$ cat src/rtl/spi_flash_read_seq.sv
// spi_flash_read_seq
// Sequences a single SPI flash read through an external SPI controller's
// TX/RX FIFOs. It pushes the command header (opcode plus 24-bit address)
// followed by dummy 0xFF bytes. It pops the same number of bytes back. The
// header echoes are dropped, and the data bytes are forwarded to a
// valid/ready consumer.
//
// Ports
//   clk, rst_n              clock, async active-low reset
//   cmd_valid_i/cmd_ready_o request handshake (ready only when idle)
//   cmd_op_i/addr_i/len_i   opcode, flash byte address, data length (0 = 256)
//   abort_i                 stop pushing, drain outstanding bytes, end with err
//   rd_data_o/valid/ready   returned data bytes
//   done_o/err_o            one-cycle end pulse; err_o set if aborted
//   tx_fifo_*               push side of the SPI controller TX FIFO
//   rx_fifo_*               pop side of the SPI controller RX FIFO
//   spi_busy_i              controller still shifting / holding chip-select
//
// State table
//   state | meaning
//   IDLE  | waiting for a request, cmd_ready_o high
//   RUN   | pushing TX bytes and popping RX bytes
//   DRAIN | aborted: no pushes, pop and discard until all outstanding return
//   FLUSH | all bytes back, wait for the controller to go idle
//   DONE  | pulse done_o (err_o = abort flag), return to IDLE

module spi_flash_read_seq #(
    parameter int FIFO_DEPTH = 8
) (
    input  logic        clk,
    input  logic        rst_n,
    input  logic        cmd_valid_i,
    output logic        cmd_ready_o,
    input  logic [7:0]  cmd_op_i,
    input  logic [23:0] cmd_addr_i,
    input  logic [7:0]  cmd_len_i,
    input  logic        abort_i,
    output logic [7:0]  rd_data_o,
    output logic        rd_valid_o,
    input  logic        rd_ready_i,
    output logic        done_o,
    output logic        err_o,
    output logic        tx_fifo_write_o,
    output logic [7:0]  tx_data_o,
    input  logic        tx_fifo_full_i,
    output logic        rx_fifo_read_o,
    input  logic [7:0]  rx_fifo_data_i,
    input  logic        rx_fifo_empty_i,
    input  logic        spi_busy_i
);

    localparam int HDR_BYTES = 4;
    localparam int CNT_W     = 9;   // total is at most 4 + 256 = 260

    localparam logic [CNT_W-1:0] HDR_CNT   = CNT_W'(HDR_BYTES);
    localparam logic [CNT_W-1:0] DEPTH_CNT = CNT_W'(FIFO_DEPTH);

    typedef enum logic [2:0] {
        IDLE,
        RUN,
        DRAIN,
        FLUSH,
        DONE
    } state_t;

    state_t             state, state_nxt;
    logic [7:0]         op_q;
    logic [23:0]        addr_q;
    logic [CNT_W-1:0]   total_q;
    logic [CNT_W-1:0]   tx_cnt, rx_cnt;
    logic [CNT_W-1:0]   outstanding;
    logic [CNT_W-1:0]   len_ext;
    logic               abort_q;
    logic               pop_ok;
    logic               accept;
    logic               pop_data;

    assign outstanding = tx_cnt - rx_cnt;
    assign len_ext     = (cmd_len_i == 8'd0) ? 9'd256 : {1'b0, cmd_len_i};
    assign accept      = cmd_valid_i & cmd_ready_o;
    // Only popped bytes past the header echo in RUN reach the consumer.
    // DRAIN is entered only on abort, so everything popped there is dropped.
    assign pop_data    = rx_fifo_read_o & (rx_cnt >= HDR_CNT) & (state == RUN);

    always_comb begin
        case (tx_cnt)
            9'd0:    tx_data_o = op_q;
            9'd1:    tx_data_o = addr_q[23:16];
            9'd2:    tx_data_o = addr_q[15:8];
            9'd3:    tx_data_o = addr_q[7:0];
            default: tx_data_o = 8'hFF;
        endcase
    end

    always_comb begin
        state_nxt       = state;
        cmd_ready_o     = (state == IDLE);
        tx_fifo_write_o = 1'b0;
        rx_fifo_read_o  = 1'b0;
        done_o          = 1'b0;
        err_o           = 1'b0;
        // Header echoes can always be popped; data bytes only when the output
        // register is free or being emptied this cycle.
        pop_ok = !rx_fifo_empty_i && (rx_cnt < tx_cnt) &&
                 ((rx_cnt < HDR_CNT) || !rd_valid_o || rd_ready_i);

        case (state)
            IDLE: begin
                if (cmd_valid_i) state_nxt = RUN;
            end
            RUN: begin
                // The outstanding limit keeps the RX FIFO from overflowing.
                tx_fifo_write_o = (tx_cnt < total_q) && !tx_fifo_full_i &&
                                  (outstanding < DEPTH_CNT) && !abort_i;
                rx_fifo_read_o  = pop_ok;
                if (abort_i)
                    state_nxt = DRAIN;
                else if ((rx_cnt == total_q) && (!rd_valid_o || rd_ready_i))
                    state_nxt = FLUSH;
            end
            DRAIN: begin
                rx_fifo_read_o = pop_ok;
                if (rx_cnt == tx_cnt) state_nxt = FLUSH;
            end
            FLUSH: begin
                if (!spi_busy_i) state_nxt = DONE;
            end
            DONE: begin
                done_o    = 1'b1;
                err_o     = abort_q;
                state_nxt = IDLE;
            end
            default: state_nxt = IDLE;
        endcase
    end

    always_ff @(posedge clk or negedge rst_n) begin
        if (!rst_n)
            state <= IDLE;
        else
            state <= state_nxt;
    end

    always_ff @(posedge clk or negedge rst_n) begin
        if (!rst_n) begin
            op_q    <= 8'h00;
            addr_q  <= 24'h000000;
            total_q <= '0;
            tx_cnt  <= '0;
            rx_cnt  <= '0;
            abort_q <= 1'b0;
        end else if (accept) begin
            op_q    <= cmd_op_i;
            addr_q  <= cmd_addr_i;
            total_q <= HDR_CNT + len_ext;
            tx_cnt  <= '0;
            rx_cnt  <= '0;
            abort_q <= 1'b0;
        end else begin
            tx_cnt <= tx_cnt + CNT_W'(tx_fifo_write_o);
            rx_cnt <= rx_cnt + CNT_W'(rx_fifo_read_o);
            if ((state == RUN) && abort_i) abort_q <= 1'b1;
        end
    end

    always_ff @(posedge clk or negedge rst_n) begin
        if (!rst_n) begin
            rd_data_o  <= 8'h00;
            rd_valid_o <= 1'b0;
        end else if (pop_data) begin
            rd_data_o  <= rx_fifo_data_i;
            rd_valid_o <= 1'b1;
        end else if (rd_valid_o && rd_ready_i) begin
            rd_valid_o <= 1'b0;
        end
    end

endmodule

$ cat config.mk
export PLATFORM = sky130hd
export DESIGN_NAME = spi_flash_read_seq
export DESIGN_NICKNAME = d
export VERILOG_FILES = /design/src/rtl/spi_flash_read_seq.sv
export SDC_FILE = /design/constraint.sdc
export NUM_CORES = 1
export LEC_CHECK = 0
export ABC_AREA = 1
export BUFFER_PORTS_ARGS = -buffer_cell sky130_fd_sc_hd__buf_2
export CAP_MARGIN = 5
export CORE_ASPECT_RATIO = 1.25
export CORE_UTILIZATION = 56
export CTS_CLUSTER_SIZE = 16
export DETAILED_ROUTE_END_ITERATION = 6
export PLACE_DENSITY = 0.8
export SETUP_SLACK_MARGIN = 0.5
export SYNTH_ARGS = -nofsm -noshare
export SYNTH_HDL_FRONTEND = slang
export SYNTH_SLANG_ARGS = --single-unit
export TNS_END_PERCENT = 10
$ cat constraint.sdc
create_clock -name clk -period 3.7 [get_ports clk]
set_input_delay 0.555 -clock clk [delete_from_list [all_inputs] [get_ports clk]]
set_output_delay 0.555 -clock clk [all_outputs]
set_load 0.1 [all_outputs]
==> results of run 1 <==
layout by cell type (no fill, tap or decap), types with 9 or more instances in the layout:
| cell type | count |
|---|---|
| nand2_1 | 227 |
| dfrtp_1 | 72 |
| buf_2 | 68 |
| inv_1 | 67 |
| nand3_1 | 52 |
| nor2_1 | 36 |
| ha_1 | 22 |
| a21oi_1 | 20 |
| nand4_1 | 17 |
| nor3_1 | 15 |
| o21ai_0 | 15 |
| nand3b_1 | 12 |
| clkbuf_8 | 9 |
| buf_4 | 9 |
power by group:
group	internal [W]	total [W]	switching, W
Combinational	0.000515	0.00202	0.00150
Sequential	0.00105	0.00126	0.000211
Clock	0.000388	0.000725	0.000337
state kept, by name (all words and copies together) (netlist names):
name,flops
abort_q,1
addr_q,24
op_q,8
rd_data_o,8
rd_valid_o,1
rx_cnt,9
state,3
total_q,9
tx_cnt,9
worst reg2reg max path, cell delays in order, from the launching register on:
cell and delay, ns:
dfrtp_1 0.45, inv_1 0.10, ha_1 0.32, or2_2 0.32, nand3b_1 0.10, nand2_1 0.05, nor2_1 0.09, nand2_1 0.07
nor2_1 0.10, nand4_1 0.10, nor2_2 0.16, ha_1 0.21, ha_1 0.19, nand4_1 0.12, inv_1 0.10, nand3_1 0.09
nor3b_1 0.21, nor3_1 0.07
cell families after synthesis:
logic type	after synthesis	share of synthesized area [%]
AND/OR/NAND/NOR	375	38.49
flip-flops	72	41.74
adder cells (fa/ha/maj)	23	6.667
AO/OA/AOI/OAI	42	5.334
XOR/XNOR	1	0.2029
buffers and inverters	84	7.565
repair_timing:
item | 4_1_cts | 5_1_grt
gates resized for setup | 1 | 16
setup endpoints to repair | 1 | 15
setup buffers | 0 | 6
pin swaps | 0 | 3
area by class of cell:
cell class                 count  area (sq um)  area share [%]
clock buffer                   9         123.9           2.424
clock inverter                 7         102.6           2.008
inverter                      70         262.8           5.142
multi-input combinational    441          2212           43.29
sequential                    72          1802           35.26
tap                           92         115.1           2.253
timing repair buffer          86         491.7           9.623
through the flow:
| step | instances | utilization [%] | cell area, sq um | hold slack [ns] | power [W] |
|---|---|---|---|---|---|
| 3_3_place_gp | 755 | 64.62 | 4782 | 0.4523 | 0.003157 |
| 2_1_floorplan | 597 | - | 4323 | 0.2594 | 0.002781 |
| 3_5_place_dp | 755 | 64.62 | 4782 | 0.4550 | 0.003203 |
| 5_1_grt | 777 | 69.04 | 5110 | 0.3845 | 0.004273 |
| 4_1_cts | 771 | 67.71 | 5011 | 0.3790 | 0.003937 |
| 6_report | 777 | 69.04 | 5110 | 0.3807 | 0.004004 |
routing by layer:
layer  part of all wire [%]  track usage (%)  wire length (um)  vias up
met5                      0                0                 0        -
met4                    2.8            14.42               312        0
met3                    4.9            5.818               545       31
met2                     52            52.41              5674      151
met1                     41            37.04              4478     1962
li1                       -                -                 -     2085
final timing paths:
kind	start	end	slack, ns	depth (start not counted)
setup / recovery	rx_cnt[2]$_DFF_PN0_	tx_fifo_write_o	0.62	11
hold / removal	rst_n	op_q[4]$_DFFE_PN0P_	0.38	1
setup reg to reg	rx_cnt[2]$_DFF_PN0_	tx_cnt[8]$_DFF_PN0_	0.71	17
hold reg to reg	rd_data_o[0]$_DFFE_PN0P_	rd_data_o[0]$_DFFE_PN0P_	0.47	2
max in group asynchronous	rst_n	tx_cnt[6]$_DFF_PN0_	2.52	2
min in group clk	cmd_addr_i[13]	addr_q[13]$_DFFE_PN0P_	0.38	3
==> results.sh, run 1 <==
export IMPL_status="finished, final reports clean"
export IMPL_pre_cts_ws_ns=0.7389
export IMPL_io_buffer_count=77
export IMPL_ios=78
export IMPL_synth_cells=597
export IMPL_nets=759
export IMPL_worstPathRequired_ns=3.14
export IMPL_synth_edf_count=0
export IMPL_numCtsBuffers=9
export IMPL_crit_fanout=6
export IMPL_drc=0
export IMPL_worstSetupStartpointType="flip-flop"
export IMPL_synth_area_leaders="dfrtp_1 (42%), nand2_1 (20%), ha_1 (6.7%), nand3_1 (6.0%), inv_1 (5.9%)"
export IMPL_grt_pass1_wl_um=18820
export IMPL_avgSynthCellArea_sq_um=7.231
export IMPL_ys_flop_type="dfrtp_1"
export IMPL_grt_setup_unrepaired="true"
export IMPL_crit_slowest_cell="dfrtp_1"
export IMPL_netlist_top_cells_count="nand2_1 (228), dfrtp_1 (72), inv_1 (68)"
export IMPL_slew_headroom_pct=30.51
export IMPL_min_path_type="input pin to async pin"
export IMPL_path_delay_family="simple AND/OR/NAND/NOR gates"
export IMPL_cp_end_kind="output pin"
export IMPL_synth_seq_area_share_pct=41.74
export IMPL_syn2layout_area_growth_pct=18.38
export IMPL_n_fill_cell=623
export IMPL_track_usage_pct=30.72
export IMPL_netlist_area_sq_mm=0.004317
export IMPL_leakage_nw=2.951
export IMPL_drt_wl_total_um=11010
export IMPL_cts_root_buf="clkbuf_8"
export IMPL_dieArea_sq_mm=0.008065
export IMPL_fin_skew_ns=0.007685
export IMPL_insertion_delay_ns=0.36
export IMPL_synthArstFlopShare_pct=100.0
export IMPL_yosysWarnings=0
export IMPL_final_antenna_net_count=0
export IMPL_finalHoldViolCount=0
export IMPL_viasPerCell=5.443
export IMPL_via_count=4229
export IMPL_synth_seq_cells=72
export IMPL_finalWorstSetupSlack_ns=0.6169
export IMPL_period_share_pct=83.33
export IMPL_clk_path_buf_depth=2
export IMPL_worst_endpoint_arrival_ns=2.53
export IMPL_timing_setup_tns_ns=0
export IMPL_gp_congestion=0.9388
export IMPL_clk_pin_slew_ns=0.09
export IMPL_syn_nets=676
export IMPL_die_y_um=100.2
export IMPL_path_cells="inv_1, ha_1, or2_2, nand3b_1, nand2_1, nor2_1, nand2_1, nor2_1, nand4_1, nor2_2, buf_4"
export IMPL_worst_pin_slew_ns=1.042
export IMPL_synth_top_cell_area_share_pct=41.74
export IMPL_drv_cap=0
export IMPL_synth_most_common_cell="nand2_1"
export IMPL_numClockSinks=72
export IMPL_crit_type="flip-flop to output pin"
export IMPL_start_util_pct=58.33
export IMPL_vdd_drop_max_uv=933.2
export IMPL_hold_buffers=0
export IMPL_fp_dieW_um=80.53
export IMPL_max_freq_mhz=324.4
export IMPL_drv_slew=0
export IMPL_setup_viol=0
export IMPL_antenna_cells=0
export IMPL_cpPeakStageDelay_ns=0.45
export IMPL_fin_crit_ns=3.083
export IMPL_drt_iter0_drc=358
export IMPL_grt_max_degree=56
export IMPL_grt_overflow_total=0
export IMPL_grt_pass1_vias=4191
export IMPL_antenna_found_initial=0
export IMPL_power_density_mw_per_mm2=783.6
export IMPL_coreArea_sq_mm=0.007401
export IMPL_final_layout_size_suffix_gt1_share_pct=17.37
export IMPL_synth_cell_types=29
export IMPL_cts_tree="done"
export IMPL_post_dp_hpwl_um=7945
export IMPL_fp_row_count=35
export IMPL_htreeDepth=3
export IMPL_worst_path_buf_inv=2
export IMPL_yosys_area_top_type="dfrtp_1"
export IMPL_wl_per_cell_um=14.17
export IMPL_first_pass_iters=5
Note: power is estimated with default switching activity, not from simulation.
==> inputs of run 2 (changes only) <==
Settings changed: ABC_AREA 1 to 0, CORE_UTILIZATION 56 to 50, PLACE_DENSITY 0.8 to 0.76.
Clock period 3.7 ns to 2.5 ns, I/O delays scaled along.
==> run 2 against run 1 <==
The flow now finishes with violations (negative setup slack). Total power increased by 68%. Non-clock buffer count grew 71. Combinational power rose by 90%. First-iteration DRC count down 67%. Sequential share of layout area is 3.9 points lower. Count of clock-buffer cells in the layout unchanged. Synthesized cell count is 41% lower. Critical path type unchanged. Largest cell class unchanged.
==> results.sh, run 2 <==
export IMPL_status="complete, but fails checks"
export IMPL_violations="negative setup slack"
export IMPL_switching_share_pct=46.76
export IMPL_syn_nets=434
export IMPL_hold_buffers=0
export IMPL_antenna_found_initial=0
export IMPL_synth_cell_types=48
export IMPL_insertion_delay_ns=0.35
export IMPL_slew_headroom_pct=59.03
export IMPL_cts_tree="done"
export IMPL_fin_total_pwr_w=0.006725
export IMPL_period_share_pct=122.0
export IMPL_cpPeakStageDelay_ns=0.40
export IMPL_clk_path_buf_depth=2
export IMPL_drt_iter0_drc=117
export IMPL_drv_cap=0
export IMPL_drc=0
export IMPL_synth_most_common_cell="dfrtp_1"
export IMPL_worstPathRequired_ns=2.12
export IMPL_grt_max_degree=68
export IMPL_viasPerCell=5.608
export IMPL_grt_pass1_vias=3506
export IMPL_ios=78
export IMPL_power_density_mw_per_mm2=1172
export IMPL_synth_top_family_by_area="multiplexers"
export IMPL_clk_pin_slew_ns=0.09
export IMPL_synth_edf_count=0
export IMPL_synth_seq_cells=72
export IMPL_numCtsBuffers=9
export IMPL_final_common_cell="buf_4"
export IMPL_top_register="addr_q"
export IMPL_post_dp_hpwl_um=7078
export IMPL_leakage_nw=2.709
export IMPL_worst_endpoint_arrival_ns=2.68
export IMPL_via_count=3415
export IMPL_finalWorstSetupSlack_ns=-0.5504
export IMPL_fin_crit_ns=3.050
export IMPL_synth_simple_area_share_pct=13.53
export IMPL_fp_row_count=36
export IMPL_drv_slew=0
export IMPL_netlist_top_cells_count="dfrtp_1 (72), mux2_2 (41), ha_1 (23), nor2_1 (23), inv_1 (19)"
export IMPL_drt_wl_total_um=11230
export IMPL_gp_congestion=0.8742
export IMPL_min_path_type="input pin to async pin"
export IMPL_synth_seq_area_share_pct=45.20
export IMPL_n_fill_cell=500
export IMPL_yosysWarnings=0
export IMPL_final_antenna_net_count=0
export IMPL_grt_pass1_wl_um=16460
export IMPL_ys_flop_type="dfrtp_1"
export IMPL_vdd_drop_max_uv=1566
export IMPL_synthArstFlopShare_pct=100.0
export IMPL_max_freq_mhz=327.8
export IMPL_numClockSinks=72
export IMPL_postPlaceCellArea_sq_mm=0.005111
export IMPL_start_util_pct=51.45
export IMPL_crit_type="flip-flop to output pin"
export IMPL_finalHoldViolCount=0
export IMPL_yosys_area_top_type="dfrtp_1"
export IMPL_path_common_cell="buf_6"
export IMPL_setup_viol=16
export IMPL_path_cells="buf_6, ha_4, buf_6, buf_6, xor2_1, or3_1, o22a_1, a2111oi_4, buf_4, buf_12"
export IMPL_cts_root_buf="clkbuf_8"
export IMPL_synth_top_cell_area_share_pct=45.20
export IMPL_switching_power_w=0.003145
export IMPL_worst_pin_slew_ns=0.6145
export IMPL_multiInputGateArea_sq_mm=0.002399
export IMPL_die_y_um=101.8
export IMPL_grt_overflow_total=0
export IMPL_dieArea_sq_mm=0.008336
export IMPL_pre_cts_ws_ns=-0.5175
export IMPL_seqCellArea_sq_mm=0.001802
export IMPL_wl_per_cell_um=18.44
export IMPL_synth_compound_area_share_pct=8.004
export IMPL_worstSetupStartpointType="flip-flop"
export IMPL_avgSynthCellArea_sq_um=11.23
export IMPL_timing_setup_tns_ns=-5.380
export IMPL_synth_area_leaders="dfrtp_1 (45%), mux2_2 (12%), ha_1 (7.2%), mux4_2 (4.5%), xnor2_1 (3.5%)"
export IMPL_cp_end_kind="output pin"
export IMPL_synthMuxAreaShare_pct=16.10
export IMPL_pwr_share_seq_pct=28.0
export IMPL_track_usage_pct=26.77
export IMPL_yosys_area_share_adder_pct=7.219
export IMPL_syn2layout_area_growth_pct=43.91
export IMPL_coreArea_sq_mm=0.007747
export IMPL_synth_xor_area_share_pct=6.591
export IMPL_largest_reg_flops=24
export IMPL_synth_cells=355
export IMPL_combinationalPowerShare_pct=57.2
export IMPL_htreeDepth=3
export IMPL_crit_fanout=4
export IMPL_first_pass_iters=4
export IMPL_final_util_pct=74.05
export IMPL_fp_dieW_um=81.87
export IMPL_fin_skew_ns=0.01286
export IMPL_antenna_cells=0
export IMPL_clkPwrFrac_pct=14.8
export IMPL_finalInstanceArea_sq_mm=0.005737
export IMPL_crit_slowest_cell="dfrtp_1"
export IMPL_nets=588
export IMPL_netlist_area_sq_mm=0.003986
export IMPL_final_cell_mix="buf_4 (75), dfrtp_1 (72), buf_2 (65)"
export IMPL_final_layout_size_suffix_gt1_share_pct=55.06
export IMPL_io_buffer_count=77
export IMPL_grt_setup_unrepaired="true"
export IMPL_intPower_w=0.003580
-- run 2: final timing paths --
path,start,endpoint,slack [ns],depth (start not counted)
setup / recovery,tx_cnt[6]$_DFF_PN0_,tx_fifo_write_o,-0.55,10
hold / removal,rst_n,addr_q[15]$_DFFE_PN0P_,0.02,1
setup reg to reg,tx_cnt[6]$_DFF_PN0_,tx_cnt[5]$_DFF_PN0_,-0.53,14
hold reg to reg,rd_data_o[3]$_DFFE_PN0P_,rd_data_o[3]$_DFFE_PN0P_,0.51,1
max in group asynchronous,rst_n,total_q[7]$_DFFE_PN0P_,1.80,2
min in group clk,spi_busy_i,state[2]$_DFFE_PN0P_,0.21,2
-- run 2: repair_timing --
item / CTS / global route
resized for setup: 49 / 21
endpoints found under the setup margin: 38 / 38
pin swaps: 25 / 10
setup buffers: 8 / 5
endpoints found under the hold margin: 0 / 0
-- run 2: power groups by stage --
| stage | sequential, W | clock [W] | combinational [W] |
|---|---|---|---|
| final | 0.00189 | 0.000995 | 0.00384 |
| after global routing | 0.00194 | 0.00106 | 0.00403 |
| after CTS | 0.00186 | 0.000997 | 0.00369 |
| after detailed placement | 0.00188 | 0 | 0.00345 |
| after global placement | 0.00184 | 0 | 0.00338 |
| after floorplan | 0.00230 | 0 | 0.00218 |
-- run 2: layout make-up --
cell class,count,area share (%)
Multi-Input combinational cell,250,41.81
Sequential cell,72,31.41
Timing Repair Buffer,157,19.83
Clock buffer,9,2.159
Tap cell,95,2.072
Clock inverter,7,1.483
Inverter,19,1.243
-- run 2: kinds of logic (layout without fill, tap and decap cells) --
logic type,after synthesis,in the layout
flops,72,72
fa+ha+maj,23,23
xor+xnor,30,30
buf+inv,33,192
compound gates,48,48
simple gates,100,100
mux,49,49
-- run 2: metrics by stage --
| stage | std cells | hold slack [ns] |
|---|---|---|
| global placement | 580 | 0.4017 |
| floorplan | 355 | 0.07941 |
| global route | 609 | 0.05516 |
| CTS | 604 | 0.02664 |
| finish | 609 | 0.01900 |
| detailed placement | 580 | 0.4196 |
-- run 2: worst max-delay path, delay by kind of cell (launching register included) --
family	cells	cell delay (ns)
DFF	1	0.40
and+or+nand+nor	1	0.31
adders and majority gates	1	0.21
AOI/OAI and AO/OA	2	0.58
xor gates and xnor gates	1	0.13
buffers and inverters	5	0.69
-- run 2: routing by layer --
layer / global-route usage [%] / wire [um]
met5: 0 / 0
met4: 16.87 / 610
met3: 4.464 / 429
met2: 45.90 / 6043
met1: 30.57 / 4149
==> inputs of run 3 (changes only) <==
Settings changed: GPL_TIMING_DRIVEN from default to 0.
==> run 3 against run 2 <==
The run still ends with negative setup slack left. Sequential share of layout area up 2.3 points. Sequential power hardly changed. Largest power group unchanged. Critical path depth up 4.
==> results.sh, run 3 (synthesis gave the netlist of run 2 again) <==
export IMPL_grt_pass1_vias=3115
export IMPL_final_util_pct=69.30
export IMPL_critical_path_startpoint="rx_cnt[2]$_DFF_PN0_"
export IMPL_coreArea_sq_mm=0.007747
export IMPL_fin_crit_ns=3.013
export IMPL_vdd_drop_max_uv=1129
export IMPL_drt_iter0_drc=203
export IMPL_power_density_mw_per_mm2=1151
export IMPL_gp_congestion=0.8795
export IMPL_first_pass_iters=4
export IMPL_worst_endpoint_arrival_ns=3.22
export IMPL_pre_cts_ws_ns=-0.9458
export IMPL_cpPeakStageDelay_ns=0.38
export IMPL_clk_pin_slew_ns=0.09
export IMPL_clk_path_buf_depth=2
export IMPL_grt_setup_unrepaired="true"
export IMPL_rr_worst_depth=14
export IMPL_timing_rr_end="tx_cnt[7]$_DFF_PN0_"
export IMPL_io_buffer_count=77
export IMPL_rr_startpoint="rx_cnt[2]$_DFF_PN0_"
export IMPL_worst_pin_slew_ns=0.8980
export IMPL_post_dp_hpwl_um=6450
export IMPL_die_y_um=101.8
export IMPL_syn2layout_area_growth_pct=34.68
export IMPL_finalWorstSetupSlack_ns=-0.5132
export IMPL_cts_tree="done"
export IMPL_crit_slowest_cell="a2111oi_4"
export IMPL_viasPerCell=5.672
export IMPL_wl_per_cell_um=17.12
export IMPL_final_common_cell="buf_2"
export IMPL_dieArea_sq_mm=0.008336
export IMPL_nets=552
export IMPL_timing_setup_tns_ns=-5.854
export IMPL_via_count=3250
export IMPL_finalHoldViolCount=0
export IMPL_grt_overflow_total=0
export IMPL_drv_slew=0
export IMPL_antenna_cells=0
export IMPL_period_share_pct=120.5
export IMPL_fin_skew_ns=0.008873
export IMPL_violations="negative setup slack"
export IMPL_crit_fanout=5
export IMPL_setup_viol=33
export IMPL_min_path_type="input pin to async pin"
export IMPL_drv_cap=0
export IMPL_dp_cells=527
export IMPL_final_antenna_net_count=0
export IMPL_worstSetupStartpointType="flip-flop"
export IMPL_grt_pass1_wl_um=14950
export IMPL_fp_row_count=36
export IMPL_cts_root_buf="clkbuf_8"
export IMPL_reg2reg_slack_ns=-0.51
export IMPL_top_register="addr_q"
export IMPL_htreeDepth=3
export IMPL_status="complete, but fails checks"
export IMPL_fp_dieW_um=81.87
export IMPL_insertion_delay_ns=0.35
export IMPL_numCtsBuffers=9
export IMPL_path_cells="buf_6, inv_4, ha_4, nand3b_1, a21oi_2, o21a_1, o2111ai_2, a2111oi_4, ha_2, buf_4, and3_4, nand3_1, xor2_1, nor2_1"
export IMPL_worstPathRequired_ns=2.70
export IMPL_track_usage_pct=24.10
export IMPL_slew_headroom_pct=40.13
export IMPL_final_cell_mix="buf_2 (66), dfrtp_1 (64), buf_4 (40), mux2_2 (40), nor2_1 (23)"
export IMPL_cp_end_kind="flip-flop"
export IMPL_numClockSinks=72
export IMPL_largest_reg_flops=24
export IMPL_leakage_nw=2.481
export IMPL_drc=0
export IMPL_antenna_found_initial=0
export IMPL_final_layout_size_suffix_gt1_share_pct=52.30
export IMPL_final_cells=573
export IMPL_ios=78
export IMPL_grt_max_degree=73
export IMPL_start_util_pct=51.45
export IMPL_n_fill_cell=551
export IMPL_crit_type="flip-flop to flip-flop"
export IMPL_max_freq_mhz=331.9
export IMPL_drt_wl_total_um=9809
## run 3: worst max path at each step
stage                               end  slack [ns]
global placement    rx_cnt[8]$_DFF_PN0_       -0.90
CTS                 rx_cnt[8]$_DFF_PN0_       -0.47
finish              tx_cnt[7]$_DFF_PN0_       -0.51
floorplan           tx_cnt[6]$_DFF_PN0_       -1.31
global route        tx_cnt[7]$_DFF_PN0_       -0.72
detailed placement  rx_cnt[8]$_DFF_PN0_       -0.95
## run 3: where the power goes
group	switching, W	internal [W]	leakage, nW
logic	0.00221	0.00122	1.51
clock network	0.000497	0.000378	0.0856
registers	0.000260	0.00161	0.888
## run 3: cell type report
| cell class | count | area [sq um] | share of cell area (%) |
|---|---|---|---|
| Buffer | 14 | 103.9 | 1.934 |
| Clock buffer | 9 | 123.9 | 2.307 |
| Timing Repair Buffer | 107 | 673.1 | 12.54 |
| Inverter | 19 | 78.83 | 1.468 |
| Sequential cell | 72 | 1812 | 33.75 |
| Tap cell | 95 | 118.9 | 2.214 |
| Multi-Input combinational cell | 250 | 2394 | 44.58 |
| Clock inverter | 7 | 65.06 | 1.212 |
## run 3: repair_timing
item,4_1_cts,5_1_grt
gates resized for setup,55,27
pin swaps,20,20
hold buffers,0,0
setup endpoints to repair,58,60
endpoints found under the hold margin,0,0
buffers inserted,19,11
## run 3: layer usage
| metal | wire (um) | GRT usage (%) | up-vias |
|---|---|---|---|
| met4 | 327 | 13.23 | 0 |
| met2 | 5104 | 38.33 | 113 |
| li1 | - | - | 1502 |
| met3 | 428 | 4.643 | 28 |
| met1 | 3948 | 30.69 | 1607 |
| met5 | 0 | 0 | - |
## run 3: metrics by stage
stage	power, W	cell area (sq um)	hold WS [ns]
floorplan	0.004480	4125	0.07941
detailed placement	0.005017	4632	0.4901
CTS	0.006068	5192	0.1717
global route	0.006504	5369	0.2053
finish	0.006178	5369	0.1394
global placement	0.004933	4629	0.4831
## run 3: worst max-delay path: cells and delay by family (launching register included)
kind                       cells  cell delay, ns
DFF                            1            0.35
xor gates and xnor gates       1            0.19
and+or+nand+nor                4            0.51
buffers and inverters          3            0.28
adders and majority gates      2            0.60
AOI/OAI and AO/OA              4            0.94
